==> config.mk <==
export PLATFORM = sky130hd
export DESIGN_NAME = adbg_crc32_check
export DESIGN_NICKNAME = d
export VERILOG_FILES = /design/src/rtl/adbg_crc_pkg.sv /design/src/rtl/adbg_crc32_step.sv /design/src/rtl/adbg_crc32_check.sv
export SDC_FILE = /design/constraint.sdc
export NUM_CORES = 1
export LEC_CHECK = 0
export CAP_MARGIN = 20
export CORE_UTILIZATION = 30
export CTS_BUF_LIST = sky130_fd_sc_hd__clkbuf_8
export DETAILED_ROUTE_END_ITERATION = 8
export SYNTH_ARGS = -nofsm -noshare
export SYNTH_HDL_FRONTEND = slang
export SYNTH_SLANG_ARGS = --single-unit
==> constraint.sdc <==
create_clock -name clk -period 2.4 [get_ports clk]
set_input_delay 0.36 -clock clk [delete_from_list [all_inputs] [get_ports clk]]
set_output_delay 0.36 -clock clk [all_outputs]
set_load 0.05 [all_outputs]
==> src/rtl/adbg_crc_pkg.sv <==
// adbg_crc_pkg: shared reflected CRC-32 constants and frame-checker state encoding
package adbg_crc_pkg;
  localparam logic [31:0] CRC_POLY_REFL = 32'hEDB88320;
  localparam logic [31:0] CRC_INIT = 32'hFFFFFFFF;
  typedef enum logic [1:0] {ST_IDLE, ST_DATA, ST_CHECK, ST_DONE} state_e;
endpackage

==> src/rtl/adbg_crc32_step.sv <==
// adbg_crc32_step: one-bit reflected CRC-32 update; crc/d in, crc_next out
module adbg_crc32_step
  import adbg_crc_pkg::*;
(
  input  logic [31:0] crc,
  input  logic        d,
  output logic [31:0] crc_next
);
  assign crc_next = {1'b0, crc[31:1]} ^ ((crc[0] ^ d) ? CRC_POLY_REFL : 32'h0);
endmodule

==> src/rtl/adbg_crc32_check.sv <==
// adbg_crc32_check: serial frame CRC-32 checker
// ports: clk/rst_n, start+len begin a frame, bit_valid/bit_in serial bits,
// busy/done status, crc_ok/crc_err sticky verdict, crc_calc running CRC
module adbg_crc32_check
  import adbg_crc_pkg::*;
#(
  parameter int LEN_W = 16
) (
  input  logic             clk,
  input  logic             rst_n,
  input  logic             start,
  input  logic [LEN_W-1:0] len,
  input  logic             bit_valid,
  input  logic             bit_in,
  output logic             busy,
  output logic             done,
  output logic             crc_ok,
  output logic             crc_err,
  output logic [31:0]      crc_calc
);
  state_e state_q, state_d;
  logic [31:0] crc_q, crc_d, crc_step;
  logic [LEN_W-1:0] cnt_q, cnt_d;
  logic mis_q, mis_d, ok_q, ok_d, err_q, err_d, bit_bad;
  adbg_crc32_step u_step (.crc(crc_q), .d(bit_in), .crc_next(crc_step));
  // CHECK counts 31 down to 0, so bit index k is the complement of the low five counter bits
  assign bit_bad = bit_in ^ crc_q[~cnt_q[4:0]];
  always_comb begin
    state_d = state_q;
    crc_d = crc_q;
    cnt_d = cnt_q;
    mis_d = mis_q;
    ok_d = ok_q;
    err_d = err_q;
    if (start && state_q != ST_DONE) begin
      state_d = (len == '0) ? ST_CHECK : ST_DATA;
      crc_d = CRC_INIT;
      cnt_d = (len == '0) ? LEN_W'(31) : len;
      mis_d = 1'b0;
      ok_d = 1'b0;
      err_d = 1'b0;
    end else begin
      case (state_q)
        ST_DATA: if (bit_valid) begin
          crc_d = crc_step;
          state_d = (cnt_q == LEN_W'(1)) ? ST_CHECK : ST_DATA;
          cnt_d = (cnt_q == LEN_W'(1)) ? LEN_W'(31) : cnt_q - LEN_W'(1);
        end
        ST_CHECK: if (bit_valid) begin
          mis_d = mis_q | bit_bad;
          cnt_d = (cnt_q == '0) ? '0 : cnt_q - LEN_W'(1);
          if (cnt_q == '0) begin
            // verdict is registered on entry to DONE so it is visible alongside done
            state_d = ST_DONE;
            ok_d = ~mis_d;
            err_d = mis_d;
          end
        end
        ST_DONE: state_d = ST_IDLE;
        default: state_d = ST_IDLE;
      endcase
    end
  end
  always_ff @(posedge clk or negedge rst_n) begin
    if (!rst_n) begin
      state_q <= ST_IDLE;
      crc_q <= CRC_INIT;
      cnt_q <= '0;
      mis_q <= 1'b0;
      ok_q <= 1'b0;
      err_q <= 1'b0;
    end else begin
      state_q <= state_d;
      crc_q <= crc_d;
      cnt_q <= cnt_d;
      mis_q <= mis_d;
      ok_q <= ok_d;
      err_q <= err_d;
    end
  end
  assign busy = (state_q == ST_DATA) || (state_q == ST_CHECK);
  assign done = state_q == ST_DONE;
  assign crc_ok = ok_q;
  assign crc_err = err_q;
  assign crc_calc = crc_q;
endmodule

==> metrics.txt, run 1 <==
# TYPE chip_impl_metric gauge
chip_impl_info{name="tritoncts_clock_tree",value="yes"} 1
chip_impl_metric{name="synth.distinct_cells",unit=""} 46
chip_impl_metric{name="drt-wirelength-per-cell",unit="um"} 16.5
chip_impl_metric{name="max-slew-margin-rel",unit="%"} 61.5
chip_impl_metric{name="cts-buffers-inserted",unit=""} 5
chip_impl_info{name="postSynth.topFlopCell",value="sky130_fd_sc_hd__dfstp_2"} 1
chip_impl_metric{name="synth_sequential_area_ratio",unit="%"} 43.0
chip_impl_metric{name="synth_simple_gate_area_share",unit="%"} 15.8
chip_impl_info{name="root_buffer",value="sky130_fd_sc_hd__clkbuf_8"} 1
chip_impl_metric{name="post_synth_fa_ha_maj_area_fraction",unit="%"} 2.36
chip_impl_metric{name="finalClockSkew",unit="ns"} 0.0156
chip_impl_metric{name="worst-endpoint-required",unit="ns"} 2.61
chip_impl_metric{name="max-cap-violations",unit=""} 0
chip_impl_metric{name="place_congestion",unit=""} 0.770
chip_impl_metric{name="critical-path-max-stage-delay",unit="ns"} 0.50
chip_impl_info{name="critical_path.cell_chain",value="buf_4 -> mux4_2 -> mux4_2 -> mux2i_1 -> mux2_4 -> a22o_1"} 1
chip_impl_metric{name="io_buffer_count",unit=""} 56
chip_impl_metric{name="clkLatencyLatePin",unit="ns"} 0.32
chip_impl_metric{name="synth-edff-count",unit=""} 0
chip_impl_metric{name="power_per_cell_area",unit="nW/um2"} 1430
chip_impl_metric{name="power_frac_comb",unit="%"} 59.2
chip_impl_metric{name="start_util",unit="%"} 30.9
chip_impl_metric{name="synthesis.area_per_instance",unit="um2"} 9.69
chip_impl_metric{name="netSwitchingPower",unit="uW"} 2880
chip_impl_metric{name="num-fill-cells",unit=""} 1014
chip_impl_metric{name="reg2regPathDepth",unit=""} 6
chip_impl_info{name="startpoint_type",value="flip-flop"} 1
chip_impl_metric{name="yosys.area_share.xor_xnor",unit="%"} 4.13
chip_impl_metric{name="power_leakage",unit="uW"} 0.00156
chip_impl_metric{name="achievable-frequency",unit="GHz"} 0.422
chip_impl_info{name="grt_setup_unrepaired",value="true"} 1
chip_impl_metric{name="synth_compound_area_share",unit="%"} 22.6
chip_impl_metric{name="p_seq_share",unit="%"} 31.9
chip_impl_metric{name="maxSlewViolCount",unit=""} 0
chip_impl_metric{name="fin_nets",unit=""} 419
chip_impl_metric{name="final_period_minus_worst_setup_slack",unit="ns"} 2.37
chip_impl_metric{name="p_sw_share",unit="%"} 48.3
chip_impl_metric{name="antenna_cells_inserted",unit=""} 0
chip_impl_metric{name="io-pin-count",unit=""} 57
chip_impl_metric{name="antenna_violations_before_repair",unit=""} 0
chip_impl_metric{name="dp.final_hpwl",unit="um"} 6260
chip_impl_metric{name="power.clock.fraction",unit="%"} 8.9
chip_impl_metric{name="post_synth_inst_count",unit=""} 328
chip_impl_metric{name="synthMuxAreaShare",unit="%"} 8.07
chip_impl_metric{name="post-synth-top-area-fraction",unit="%"} 26.5
chip_impl_metric{name="synth_area",unit="um2"} 3180
chip_impl_metric{name="grt_first_pass_wirelength",unit="um"} 14400
chip_impl_metric{name="ys_ff_latch",unit=""} 53
chip_impl_info{name="synthTopCellsByArea",value="sky130_fd_sc_hd__dfstp_2 (26%), sky130_fd_sc_hd__dfrtp_1 (17%), sky130_fd_sc_hd__mux4_2 (7.1%)"} 1
chip_impl_info{name="timing.critical_path.slowest_stage_cell",value="sky130_fd_sc_hd__mux4_2"} 1
chip_impl_metric{name="core-area",unit="um2"} 10300
chip_impl_metric{name="critical_path_peak_fanout",unit=""} 3
chip_impl_metric{name="drtAntennaViolNets",unit=""} 0
chip_impl_metric{name="die_y",unit="um"} 105
chip_impl_metric{name="drt_pass1_iterations",unit=""} 4
chip_impl_metric{name="number_of_global_route_vias_before_repair",unit=""} 2773
chip_impl_metric{name="tightest_slew",unit="ns"} 0.573
chip_impl_metric{name="asyncSetResetFlopFracSynth",unit="%"} 100
chip_impl_metric{name="final.period_utilization",unit="%"} 98.7
chip_impl_metric{name="grt_max_degree",unit=""} 52
chip_impl_metric{name="die_width",unit="um"} 105
chip_impl_info{name="synth_top_family_by_area",value="compound AO/OA/AOI/OAI gates"} 1
chip_impl_metric{name="setup_tns",unit="ns"} 0
chip_impl_metric{name="dr.first_iter.drc_count",unit=""} 196
chip_impl_metric{name="synth.yosys.warnings",unit=""} 0
chip_impl_metric{name="design.die.area",unit="um2"} 11000
chip_impl_metric{name="final_layout_size_suffix_gt1_share",unit="%"} 21.4
chip_impl_metric{name="final_util",unit="%"} 40.4
chip_impl_metric{name="timing.final.setup_violations",unit=""} 0
chip_impl_info{name="post-synth-top-area-cell",value="sky130_fd_sc_hd__dfstp_2"} 1
chip_impl_metric{name="clock_path_buffers",unit=""} 2
chip_impl_info{name="worst_path_most_repeated_cell",value="sky130_fd_sc_hd__mux4_2"} 1
chip_impl_metric{name="globalRoute.totalOverflow",unit=""} 0
chip_impl_info{name="commonest_cells_after_routing_fill_and_taps_aside",value="sky130_fd_sc_hd__clkdlybuf4s50_1 (53), sky130_fd_sc_hd__nor2_1 (52), sky130_fd_sc_hd__dfstp_2 (32), sky130_fd_sc_hd__a21oi_1 (31), sky130_fd_sc_hd__dfrtp_1 (20)"} 1
chip_impl_metric{name="floorplan.rows",unit=""} 37
chip_impl_metric{name="crit_arrival",unit="ns"} 2.58
chip_impl_metric{name="htreeDepth",unit=""} 2
chip_impl_metric{name="drcViolationCount",unit=""} 0
chip_impl_metric{name="internal_cell_power",unit="uW"} 3080
chip_impl_metric{name="clkSlewWorstSetupHoldPaths",unit="ns"} 0.11
chip_impl_info{name="run_status",value="finished clean"} 1
chip_impl_metric{name="ir_drop",unit="uV"} 779
chip_impl_metric{name="wl",unit="um"} 8730
chip_impl_info{name="timing_worst_setup_path_type",value="flip-flop to flip-flop"} 1
chip_impl_metric{name="vias",unit=""} 2815
chip_impl_info{name="worstHoldPathType",value="input pin to asynchronous set/reset pin"} 1
chip_impl_metric{name="synth_fp_nets",unit=""} 355
chip_impl_metric{name="syn2layout_area_growth",unit="%"} 30.8
chip_impl_metric{name="cts.sink_count",unit=""} 53
chip_impl_metric{name="post_drt_via_cell_ratio",unit=""} 5.32
chip_impl_metric{name="grt_use_total",unit="%"} 16.4
chip_impl_info{name="mostFrequentLayoutCell",value="sky130_fd_sc_hd__clkdlybuf4s50_1"} 1
chip_impl_metric{name="hold_violations",unit=""} 0
chip_impl_info{name="cp-end-kind",value="flip-flop"} 1
[critical path: cells and delay by family, from the launching register on]
kind	cells	cell delay, ns
multiplexers	4	1.53
AO/OA/AOI/OAI	1	0.20
buffers and inverters	1	0.14
flip-flops	1	0.40
[kinds of logic after synthesis]
family / count (synthesis)
and+or+nand+nor: 106
buffers and inverters: 32
adders and majority gates: 6
muxes: 13
AOI/OAI and AO/OA: 103
xor gates and xnor gates: 15
DFF: 53
[sequential cells by signal, indices dropped and copies added, names as in the netlist]
signal	flops
mis_q	1
state_q	2
crc_calc	32
crc_ok	1
crc_err	1
cnt_q	16
[cell usage after synthesis (all sizes together) (2+ instances only)]
master and n:
o31a 3, inv 11, o2bb2ai 6, o41ai 2, or4 2, mux4 10, nand2b 5, nand3 5
nor2 53, buf 2, a31oi 2, nor3 10, o22ai 3, o22a 14, a21oi 31, nand2 11
or3 2, o21ai 12, nor2b 7, a32oi 6, dfrtp 21, a22o 4, dfstp 32, nor4 8
clkbuf 19, ha 6, o31ai 8, and3 2, xor2 15, mux2i 2, a22oi 3
[power by group through the flow]
stage	Sequential [uW]	Clock, uW	Combinational, uW
2_1_floorplan	2530	0	1690
3_3_place_gp	1940	0	3360
3_5_place_dp	1950	0	3400
4_1_cts	1900	554	3510
5_1_grt	1970	580	3810
6_report	1900	531	3530
[path summary, 6_finish.rpt]
path,slack [ns],to,start
max,0.03,crc_ok,cnt_q[0]
min,0.02,cnt_q[11],rst_n
max reg2reg,0.03,crc_ok,cnt_q[0]
min reg2reg,0.53,cnt_q[15],cnt_q[15]
max in group asynchronous,1.66,crc_calc[12],rst_n
min in group clk,0.53,cnt_q[15],cnt_q[15]
[routing by layer]
metal  vias to the layer above  track usage, %  routed length [um]
met5                         -               0                   0
met4                         0            4.23                 116
met3                         8            2.50                 306
met2                        68            27.7                4230
met1                      1393            21.9                4070
li1                       1346               -                   -
[stage by stage]
step / area [um2] / power, uW / hold WS (ns) / cells / worst slack (ns)
after floorplan: 3180 / 4230 / 0.0644 / 328 / 0.0192
after global placement: 4010 / 5300 / 0.378 / 518 / -0.0527
after detailed placement: 4010 / 5350 / 0.378 / 518 / -0.173
after CTS: 4130 / 5960 / 0.0202 / 529 / 0.00370
after global routing: 4160 / 6350 / 0.0479 / 529 / -0.0128
final: 4160 / 5960 / 0.0193 / 529 / 0.0306
[cell type report]
cell class | count | area [um2] | share of cell area [%]
clock inverter | 3 | 25.0 | 0.602
multi-input combinational | 243 | 1720 | 41.4
tap | 136 | 170 | 4.09
sequential | 53 | 1370 | 32.9
timing repair buffer | 78 | 762 | 18.3
clock buffer | 5 | 68.8 | 1.66
inverter | 11 | 41.3 | 0.993
[what timing repair did]
action	4_1_cts	5_1_grt
endpoints found under the setup margin	2	6
hold endpoints to repair	0	0
hold buffers	0	0
resized for setup	4	5
buffers inserted	3	0
Power figures use the tool's default switching activity.
==> inputs of run 2 (changes only) <==
--- a/config.mk
+++ b/config.mk
@@ -5,10 +5,11 @@
 export SDC_FILE = /design/constraint.sdc
 export NUM_CORES = 1
 export LEC_CHECK = 0
-export CAP_MARGIN = 20
+export CAP_MARGIN = 25
 export CORE_UTILIZATION = 30
 export CTS_BUF_LIST = sky130_fd_sc_hd__clkbuf_8
 export DETAILED_ROUTE_END_ITERATION = 8
+export GPL_TIMING_DRIVEN = 0
 export SYNTH_ARGS = -nofsm -noshare
 export SYNTH_HDL_FRONTEND = slang
 export SYNTH_SLANG_ARGS = --single-unit
==> run 2 against run 1 <==
Compared with the run above:
- the run now ends with negative setup slack left
- sequential cell count did not move
- core utilization fell by 0.085 points
- sequential share of layout area up 0.069 points
- via count rose by 1.1%
- worst setup slack got worse by 0.043 ns
- combinational power is essentially flat
- fmax decreased by 1.8%
- sequential power about the same
- global-route usage increased by 0.49 points
- die area stayed put
- first-iteration DRC count rose by 16%
- largest cell class unchanged
==> metrics.txt, run 2 (synthesis gave the netlist of run 1 again) <==
# TYPE chip_impl_metric gauge
chip_impl_metric{name="power_leakage",unit="uW"} 0.00151
chip_impl_metric{name="drt-wirelength-per-cell",unit="um"} 17.2
chip_impl_metric{name="largest_register_ff_count",unit=""} 32
chip_impl_metric{name="internal_cell_power",unit="uW"} 3120
chip_impl_metric{name="antenna_cells_inserted",unit=""} 0
chip_impl_info{name="tritoncts_clock_tree",value="yes"} 1
chip_impl_metric{name="cts-buffers-inserted",unit=""} 5
chip_impl_metric{name="num-fill-cells",unit=""} 1043
chip_impl_metric{name="dp.final_hpwl",unit="um"} 6500
chip_impl_metric{name="hold_violations",unit=""} 0
chip_impl_metric{name="syn2layout_area_growth",unit="%"} 30.5
chip_impl_metric{name="finalClockSkew",unit="ns"} 0.0133
chip_impl_metric{name="regToRegSetupSlack",unit="ns"} -0.01
chip_impl_info{name="r2r-end",value="cnt_q[0]"} 1
chip_impl_info{name="reg2reg_from",value="state_q[0]"} 1
chip_impl_metric{name="dr.first_iter.drc_count",unit=""} 228
chip_impl_metric{name="ir_drop",unit="uV"} 819
chip_impl_metric{name="htreeDepth",unit=""} 2
chip_impl_info{name="cp-end-kind",value="flip-flop"} 1
chip_impl_metric{name="final_layout_size_suffix_gt1_share",unit="%"} 18.4
chip_impl_metric{name="max-slew-margin-rel",unit="%"} 53.3
chip_impl_info{name="grt_setup_unrepaired",value="true"} 1
chip_impl_metric{name="floorplan.rows",unit=""} 37
chip_impl_metric{name="final_util",unit="%"} 40.4
chip_impl_metric{name="grt_max_degree",unit=""} 36
chip_impl_metric{name="finalWorstSetupSlack",unit="ns"} -0.0120
chip_impl_metric{name="reg2regPathDepth",unit=""} 7
chip_impl_metric{name="crit_arrival",unit="ns"} 2.62
chip_impl_info{name="hold_start",value="cnt_q[15]"} 1
chip_impl_metric{name="place_congestion",unit=""} 0.852
chip_impl_info{name="startpoint_type",value="flip-flop"} 1
chip_impl_metric{name="maxSlewViolCount",unit=""} 0
chip_impl_metric{name="max-cap-violations",unit=""} 0
chip_impl_metric{name="drtAntennaViolNets",unit=""} 0
chip_impl_metric{name="power_frac_comb",unit="%"} 58.4
chip_impl_metric{name="clock_path_buffers",unit=""} 2
chip_impl_metric{name="achievable-frequency",unit="GHz"} 0.415
chip_impl_metric{name="power.clock.fraction",unit="%"} 10.8
chip_impl_metric{name="fin_nets",unit=""} 422
chip_impl_metric{name="number_of_global_route_vias_before_repair",unit=""} 2899
chip_impl_metric{name="die_width",unit="um"} 105
chip_impl_metric{name="clkSlewWorstSetupHoldPaths",unit="ns"} 0.10
chip_impl_metric{name="vias",unit=""} 2846
chip_impl_metric{name="netSwitchingPower",unit="uW"} 2950
chip_impl_metric{name="drcViolationCount",unit=""} 0
chip_impl_info{name="root_buffer",value="sky130_fd_sc_hd__clkbuf_8"} 1
chip_impl_metric{name="power_per_cell_area",unit="nW/um2"} 1460
chip_impl_info{name="critPathCapture",value="cnt_q[0]"} 1
chip_impl_metric{name="io-pin-count",unit=""} 57
chip_impl_metric{name="final.period_utilization",unit="%"} 101
chip_impl_metric{name="clkLatencyLatePin",unit="ns"} 0.31
chip_impl_info{name="failed_checks",value="negative setup slack"} 1
chip_impl_metric{name="worst-endpoint-required",unit="ns"} 2.61
chip_impl_info{name="worstSetupStartpoint",value="state_q[0]"} 1
chip_impl_metric{name="drt_pass1_iterations",unit=""} 4
chip_impl_metric{name="timing.final.setup_violations",unit=""} 1
chip_impl_metric{name="grt_use_total",unit="%"} 16.9
chip_impl_info{name="timing_worst_setup_path_type",value="flip-flop to flip-flop"} 1
chip_impl_metric{name="tightest_slew",unit="ns"} 0.701
chip_impl_info{name="run_status",value="finished with violations"} 1
chip_impl_metric{name="die_y",unit="um"} 105
chip_impl_info{name="worstHoldPathType",value="flip-flop to flip-flop"} 1
chip_impl_info{name="mostFrequentLayoutCell",value="sky130_fd_sc_hd__clkdlybuf4s50_1"} 1
chip_impl_metric{name="wl",unit="um"} 9170
chip_impl_metric{name="final_period_minus_worst_setup_slack",unit="ns"} 2.41
chip_impl_metric{name="p_seq_share",unit="%"} 30.9
chip_impl_metric{name="critical_path_peak_fanout",unit=""} 10
chip_impl_metric{name="p_sw_share",unit="%"} 48.6
chip_impl_metric{name="core-area",unit="um2"} 10300
chip_impl_metric{name="setup_tns",unit="ns"} -0.0120
chip_impl_metric{name="post_drt_via_cell_ratio",unit=""} 5.35
chip_impl_metric{name="antenna_violations_before_repair",unit=""} 0
chip_impl_metric{name="dp_slack",unit="ns"} -0.423
chip_impl_info{name="commonest_cells_after_routing_fill_and_taps_aside",value="sky130_fd_sc_hd__clkdlybuf4s50_1 (54), sky130_fd_sc_hd__nor2_1 (52), sky130_fd_sc_hd__dfstp_2 (32), sky130_fd_sc_hd__a21oi_1 (31), sky130_fd_sc_hd__dfrtp_1 (20)"} 1
chip_impl_metric{name="design.die.area",unit="um2"} 11000
chip_impl_metric{name="globalRoute.totalOverflow",unit=""} 0
chip_impl_metric{name="grt_first_pass_wirelength",unit="um"} 14900
chip_impl_metric{name="start_util",unit="%"} 30.9
chip_impl_metric{name="cts.sink_count",unit=""} 53
chip_impl_metric{name="io_buffer_count",unit=""} 56
chip_impl_metric{name="design_power_total",unit="uW"} 6070
## run 2: repair_timing
item,in CTS,in global routing
endpoints found under the hold margin,5,0
pin swaps,1,0
endpoints found under the setup margin,31,27
resized for setup,16,6
buffers inserted,2,0
hold buffers,1,0
cloned,0,0
## run 2: final cells by class
cell class	instances	area, um2	area share (%)
clock inverters	2	36.3	0.875
well taps	136	170	4.10
clock buffers	6	82.6	1.99
plain buffers	21	96.3	2.32
flip-flops and latches	53	1370	33.0
inverters	11	41.3	0.995
repair buffers	60	603	14.5
multi-input cells	243	1750	42.2
## run 2: worst min-delay path by stage
stage / to / slack, ns / cells past startpoint
6_report: cnt_q[15] / 0.51 / 1
5_1_grt: cnt_q[15] / 0.51 / 1
4_1_cts: cnt_q[15] / 0.51 / 1
3_5_place_dp: cnt_q[8] / 0.33 / 1
3_3_place_gp: cnt_q[15] / 0.48 / 1
2_1_floorplan: cnt_q[0] / 0.06 / 0
## run 2: metrics by stage
stage | instances | cell area (um2) | hold WS, ns
floorplan | 328 | 3180 | 0.0644
global route | 532 | 4150 | 0.512
global placement | 520 | 3910 | 0.479
CTS | 532 | 4130 | 0.506
detailed placement | 521 | 3930 | 0.332
finish | 532 | 4150 | 0.506
## run 2: per-layer routing
metal  track usage, %  part of all wire [%]
met4             5.13                   1.1
met1             23.2                    46
met3             2.68                   4.6
met2             27.2                    48
met5                0                     0
## run 2: power groups by stage
stage | clock [uW] | combinational, uW | sequential, uW
final | 655 | 3540 | 1870
after global routing | 703 | 3800 | 1940
after CTS | 668 | 3520 | 1870
after detailed placement | 0 | 3390 | 1890
after global placement | 0 | 3350 | 1880
after floorplan | 0 | 1690 | 2530
## run 2: critical path: stages, from the launching register on
cell                       delay (ns)
sky130_fd_sc_hd__dfrtp_1         0.48
sky130_fd_sc_hd__ha_1            0.30
sky130_fd_sc_hd__nand2b_1        0.16
sky130_fd_sc_hd__clkbuf_1        0.27
sky130_fd_sc_hd__a41oi_2         0.45
sky130_fd_sc_hd__clkbuf_2        0.32
sky130_fd_sc_hd__a21oi_1         0.10
sky130_fd_sc_hd__a22o_1          0.23
